## src/rtl/blit_pkg.sv

```systemverilog
// Shared blitter data-adder definitions: phase codes, sequencer states, enable bundle.
package blit_pkg;

  localparam int unsigned CNT_W_DEF = 3;

  localparam logic [2:0] DADDB_SRCLO = 3'b000;
  localparam logic [2:0] DADDB_SRCHI = 3'b001;
  localparam logic [2:0] DADDB_IINC  = 3'b010;
  localparam logic [2:0] DADDB_ZINC  = 3'b011;
  localparam logic [2:0] DADDB_IDLE  = 3'b000;

  typedef enum logic [2:0] {
    ST_IDLE  = 3'd0,
    ST_SRCLO = 3'd1,
    ST_SRCHI = 3'd2,
    ST_IINC  = 3'd3,
    ST_ZINC  = 3'd4,
    ST_DONE  = 3'd5
  } state_e;

  typedef struct packed {
    logic src;
    logic gourd;
    logic gourz;
  } phase_en_t;

  // First enabled phase of a repeat, or DONE when nothing is enabled.
  function automatic state_e first_phase(input phase_en_t en);
    if (en.src)        return ST_SRCLO;
    else if (en.gourd) return ST_IINC;
    else if (en.gourz) return ST_ZINC;
    else               return ST_DONE;
  endfunction

  // True for the states that drive the adder.
  function automatic logic is_phase(input state_e s);
    return (s == ST_SRCLO) || (s == ST_SRCHI) || (s == ST_IINC) || (s == ST_ZINC);
  endfunction

  // True when s is the final enabled phase of one repeat.
  function automatic logic is_last_phase(input state_e s, input phase_en_t en);
    case (s)
      ST_SRCHI: return !en.gourd && !en.gourz;
      ST_IINC:  return !en.gourz;
      ST_ZINC:  return 1'b1;
      default:  return 1'b0;
    endcase
  endfunction

  // B-mux select code for a state; non-phase states drive the idle code.
  function automatic logic [2:0] sel_code(input state_e s);
    case (s)
      ST_SRCLO: return DADDB_SRCLO;
      ST_SRCHI: return DADDB_SRCHI;
      ST_IINC:  return DADDB_IINC;
      ST_ZINC:  return DADDB_ZINC;
      default:  return DADDB_IDLE;
    endcase
  endfunction

endpackage

```

## src/rtl/dadd_phase_next.sv

```systemverilog
// Next-enabled-phase and end-of-repeat decode for the data-adder sequencer.
module dadd_phase_next
  import blit_pkg::*;
(
  input  state_e    cur,
  input  phase_en_t en,
  output state_e    nxt_phase_c,
  output logic      wrap_c
);

  // Walk SRCLO -> SRCHI -> IINC -> ZINC skipping disabled phases; wrap to the first one.
  always_comb begin
    wrap_c      = is_last_phase(cur, en);
    nxt_phase_c = first_phase(en);
    case (cur)
      ST_SRCLO: nxt_phase_c = ST_SRCHI;
      ST_SRCHI: begin
        if (en.gourd)      nxt_phase_c = ST_IINC;
        else if (en.gourz) nxt_phase_c = ST_ZINC;
      end
      ST_IINC: begin
        if (en.gourz) nxt_phase_c = ST_ZINC;
      end
      default: ;
    endcase
  end

endmodule

```

## src/rtl/dadd_step_sequencer.sv

```systemverilog
// Sequences the data-adder B-mux select and result load across one blit step.
module dadd_step_sequencer
  import blit_pkg::*;
#(
  parameter int unsigned CNT_W = CNT_W_DEF
) (
  input  logic             sys_clk,
  input  logic             resetl,
  input  logic             cmd_valid,
  output logic             cmd_ready,
  input  logic             cmd_src,
  input  logic             cmd_gourd,
  input  logic             cmd_gourz,
  input  logic [CNT_W-1:0] cmd_cnt,
  input  logic             abort,
  input  logic             dadd_stall,
  output logic             daddbsel_0,
  output logic             daddbsel_1,
  output logic             daddbsel_2,
  output logic             dadd_ld,
  output logic             dadd_last,
  output logic             busy,
  output logic             done
);

  localparam int unsigned CW = CNT_W + 1;

  state_e      state_q, state_d;
  phase_en_t   en_q, en_d;
  logic [CW-1:0] cnt_q, cnt_d;
  logic [2:0]  sel_q, sel_d;
  logic        ld_q, ld_d;
  logic        last_q, last_d;
  logic        busy_q, busy_d;
  logic        done_q, done_d;
  logic        ready_q, ready_d;

  state_e      nxt_phase_c;
  logic        wrap_c;

  dadd_phase_next u_phase_next (
    .cur         (state_q),
    .en          (en_q),
    .nxt_phase_c (nxt_phase_c),
    .wrap_c      (wrap_c)
  );

  // Next state, repeat counter and next-cycle output values.
  always_comb begin
    state_d = state_q;
    en_d    = en_q;
    cnt_d   = cnt_q;
    case (state_q)
      ST_IDLE: begin
        if (cmd_valid) begin
          en_d    = '{src: cmd_src, gourd: cmd_gourd, gourz: cmd_gourz};
          cnt_d   = (cmd_cnt == '0) ? (CW'(1) << CNT_W) : CW'(cmd_cnt);
          state_d = first_phase(en_d);
        end
      end
      ST_SRCLO, ST_SRCHI, ST_IINC, ST_ZINC: begin
        if (abort) begin
          state_d = ST_IDLE;
        end else if (ld_q) begin
          if (wrap_c) begin
            cnt_d   = cnt_q - CW'(1);
            state_d = (cnt_d == '0) ? ST_DONE : nxt_phase_c;
          end else begin
            state_d = nxt_phase_c;
          end
        end
      end
      default: state_d = ST_IDLE;
    endcase

    sel_d   = sel_code(state_d);
    ld_d    = is_phase(state_d) && !dadd_stall;
    last_d  = is_phase(state_d) && is_last_phase(state_d, en_d) && (cnt_d == CW'(1));
    busy_d  = (state_d != ST_IDLE);
    done_d  = (state_d == ST_DONE);
    ready_d = (state_d == ST_IDLE);
  end

  // State, counter, latched enables and registered outputs.
  always_ff @(posedge sys_clk or negedge resetl) begin
    if (!resetl) begin
      state_q <= ST_IDLE;
      en_q    <= '0;
      cnt_q   <= '0;
      sel_q   <= DADDB_IDLE;
      ld_q    <= 1'b0;
      last_q  <= 1'b0;
      busy_q  <= 1'b0;
      done_q  <= 1'b0;
      ready_q <= 1'b1;
    end else begin
      state_q <= state_d;
      en_q    <= en_d;
      cnt_q   <= cnt_d;
      sel_q   <= sel_d;
      ld_q    <= ld_d;
      last_q  <= last_d;
      busy_q  <= busy_d;
      done_q  <= done_d;
      ready_q <= ready_d;
    end
  end

  assign cmd_ready  = ready_q;
  assign daddbsel_0 = sel_q[0];
  assign daddbsel_1 = sel_q[1];
  assign daddbsel_2 = sel_q[2];
  assign dadd_ld    = ld_q;
  assign dadd_last  = last_q;
  assign busy       = busy_q;
  assign done       = done_q;

endmodule
```

## config.mk

```make
export PLATFORM = sky130hd
export DESIGN_NAME = dadd_step_sequencer
export DESIGN_NICKNAME = d
export VERILOG_FILES = /design/src/rtl/blit_pkg.sv /design/src/rtl/dadd_phase_next.sv /design/src/rtl/dadd_step_sequencer.sv
export SDC_FILE = /design/constraint.sdc
export NUM_CORES = 1
export LEC_CHECK = 0
export ABC_AREA = 1
export ABC_CLOCK_PERIOD_IN_PS = 1800
export CAP_MARGIN = 10
export CORE_ASPECT_RATIO = 0.75
export CORE_MARGIN = 2
export CORE_UTILIZATION = 45
export CTS_BUF_LIST = sky130_fd_sc_hd__clkbuf_8
export CTS_CLUSTER_DIAMETER = 60
export DETAILED_ROUTE_END_ITERATION = 10
export HOLD_SLACK_MARGIN = 0.15
export PLACE_DENSITY = 0.69
export SLEW_MARGIN = 20
export SYNTH_ARGS = -nofsm -noshare
export SYNTH_HDL_FRONTEND = slang
export SYNTH_SLANG_ARGS = --single-unit
```

## constraint.sdc

```tcl
create_clock -name sys_clk -period 1.8 [get_ports sys_clk]
set_input_delay 0.18 -clock sys_clk [delete_from_list [all_inputs] [get_ports sys_clk]]
set_output_delay 0.18 -clock sys_clk [all_outputs]
set_load 0.01 [all_outputs]
```

==> flow_summary.yaml <==
run_status:
  status: "finished clean"
critical_path:
  startpoint_type: "flip-flop"
  cp.arrival_ps: 1880
  critPathCaptureType: "flip-flop"
  worst-path-max-fanout: 4
  cp.required_ps: 1950
  critical_path_class: "flip-flop to flip-flop"
floorplanning:
  die_y_um: 48.3
  io_pins: 19
  initial_core_util: 0.463
  coreArea_um2: 2540
  num_rows: 16
  die_area_um2: 3040
  die_w_um: 63.0
placement:
  dp_hpwl_mm: 2.19
  gp_congestion: 0.859
  place_ws_ps: 55.1
  dp.cells: 211
  dpl_cell_area_um2: 1420
  numPortBuffers: 17
clocking:
  root_buffer: "clkbuf_8"
  clock_path_buffers: 2
  cts_made_buffers: 3
  clkSlewWorstSetupHoldPaths_ps: 70
  cts_hold_buf: 0
  cts_tree: "done"
  clk_latency_ps: 260
  ctsHtreeMaxLevel: 1
  cts.sinks: 17
timing:
  fin_crit_sh: 0.958
  fin_ws_ps: 76.2
  fmax_mhz: 580
  setup_viol: 0
  fin_tns_setup_ps: 0
  fin_worst_skew_ps: 2.53
  hold_viol_final: 0
  final-max-slew-violation-count: 0
  period_needed_ps: 1720
power_and_ir_drop:
  vdd.ir_drop.worst_v: 0.000963
  clockPowerShare: 0.112
  seqPwrFrac: 0.263
  internal_power_w: 0.00134
  comb_power_share: 0.625
  p_leak_nw: 0.746
  switching_share: 0.490
  cellPowerDensity_nw_per_um2: 1730
  p_sw_w: 0.00129
detailed_routing:
  wirelength_mm: 2.76
  wl_per_cell_um: 12.6
  vias: 1083
  drt_iter0_drc: 77
  dr.pass1.iters: 4
  ant_nets: 0
  viasPerCell: 4.97
  drc: 0
yosys:
  synth_compound_area_frac: 0.138
  netlist_area_um2: 1180
  synthSimpleGateAreaFrac: 0.379
  synth_nets: 167
  synth_top_family_by_area: "simple AND/OR/NAND/NOR gates"
  synth.avg_cell_area_um2: 7.64
  synthCells: 154
  synth_fa_ha_area_frac: 0.0213
  yosysWarnings: 0
  synth-seq-area-share: 0.363
  synth.area.mux_share: 0
  ys_seq_elements: 17
  synthXorXnorAreaFrac: 0
  yosysUniqueCellTypes: 28
layout:
  fin_nets: 196
  mostFrequentLayoutCell: "nand2_1"
  final_cell_mix: "nand2_1, inv_1, clkdlybuf4s50_1, dfrtp_1, nor2_1"
  fin_area_um2: 1520
  fin_util: 0.598
  area_growth_pct: 29.3
  final_layout_size_suffix_gt1_frac: 0.324
  fillers: 236
  diodes: 0
  stdcell_count: 218
global_routing:
  grt_pass1_vias: 899
  grt_first_pass_wirelength_mm: 4.26
  grt_usage: 0.192
  overflow: 0
  grt_start_max_net_pins: 18
  antenna_found_initial: 0
flow_run:
  cap_violations: 0
hold_path:
  hp-class: "input port to async pin"
## cells in the mapped netlist, drive strengths merged
library cell | count | area (µm²)
o21ai | 7 | 35.0
nand4 | 1 | 6.26
dfstp | 1 | 26.3
dfrtp | 16 | 400
conb | 1 | 3.75
nor2 | 20 | 97.6
nand3 | 16 | 103
ha | 2 | 25.0
o311ai | 1 | 8.76
o22ai | 1 | 6.26
inv | 28 | 105
a22oi | 1 | 7.51
buf | 1 | 7.51
nor3 | 2 | 15.0
a21oi | 12 | 97.6
o211ai | 1 | 7.51
or2 | 1 | 6.26
nand2 | 42 | 218
## sequential cells by signal, summed over array words and instances, names as in the netlist
name,cells
dadd_last,1
done,1
sel_q,2
cmd_ready,1
dadd_ld,1
cnt_q,4
busy,1
state_q,3
en_q,3
## power by group through the flow
| stage | Clock [W] | Combinational [W] | Sequential, W |
|---|---|---|---|
| after floorplan | 0 | 0.00105 | 0.000696 |
| after global placement | 0 | 0.00148 | 0.000684 |
| after CTS | 0.000297 | 0.00151 | 0.000683 |
| after detailed placement | 0 | 0.00151 | 0.000689 |
| final | 0.000294 | 0.00165 | 0.000692 |
| after global routing | 0.000312 | 0.00183 | 0.000714 |
## stage by stage
stage	power (W)	hold slack (ps)
final	0.00263	242
after CTS	0.00249	250
after global placement	0.00216	522
after global routing	0.00285	258
after floorplan	0.00175	-116
after detailed placement	0.00220	528
## area by class of cell
type	instances	area [µm²]	area share
tap	36	45.0	0.0296
clock inverter	1	5.00	0.00329
sequential	17	428	0.281
clock buffer	3	41.3	0.0272
multi-input combinational	108	666	0.438
inverter	28	105	0.0691
timing repair buffer	25	230	0.151
## worst max-delay path, stage by stage, from the launching register on
cell	delay, ps
dfrtp_1	400
inv_2	90
ha_4	140
inv_1	30
nand2_1	40
nand2_1	80
nor2_2	170
nand3_4	100
nand2_2	80
nand2_4	60
nand2_2	70
nand2_4	70
nor2_4	130
nand2_4	60
inv_2	60
nor3_2	30
## timing repair
action | CTS | global route
endpoints found under the setup margin | 0 | 6
gates resized for setup | 0 | 9
setup buffers | 0 | 3
## cell families (layout without fill, tap and decap cells)
group	after synthesis	count (layout)
adders and majority gates	2	2
AOI/OAI and AO/OA	23	23
other	1	1
DFF	17	17
buffers and inverters	29	57
and+or+nand+nor	82	82
## final timing paths
| path | cells past startpoint | start | slack, ps | endpoint |
|---|---|---|---|---|
| worst max-delay path | 15 | cnt_q[0] | 80 | dadd_ld |
| worst min register to register | 2 | en_q[2] | 580 | en_q[2] |
| max in group asynchronous | 2 | resetl | 1300 | cmd_ready |
| min in group sys_clk | 2 | dadd_stall | 470 | dadd_ld |
| worst max register to register | 15 | cnt_q[0] | 80 | dadd_ld |
| worst min-delay path | 2 | resetl | 240 | cnt_q[0] |
## layer usage
metal / global-route usage / vias up / part of all wire
li1: - / 540 / -
met1: 0.270 / 510 / 0.49
met2: 0.289 / 28 / 0.43
met3: 0.0462 / 5 / 0.065
met4: 0.0800 / 0 / 0.015
met5: 0 / - / 0
No activity file was read; power rests on OpenSTA's default activity.
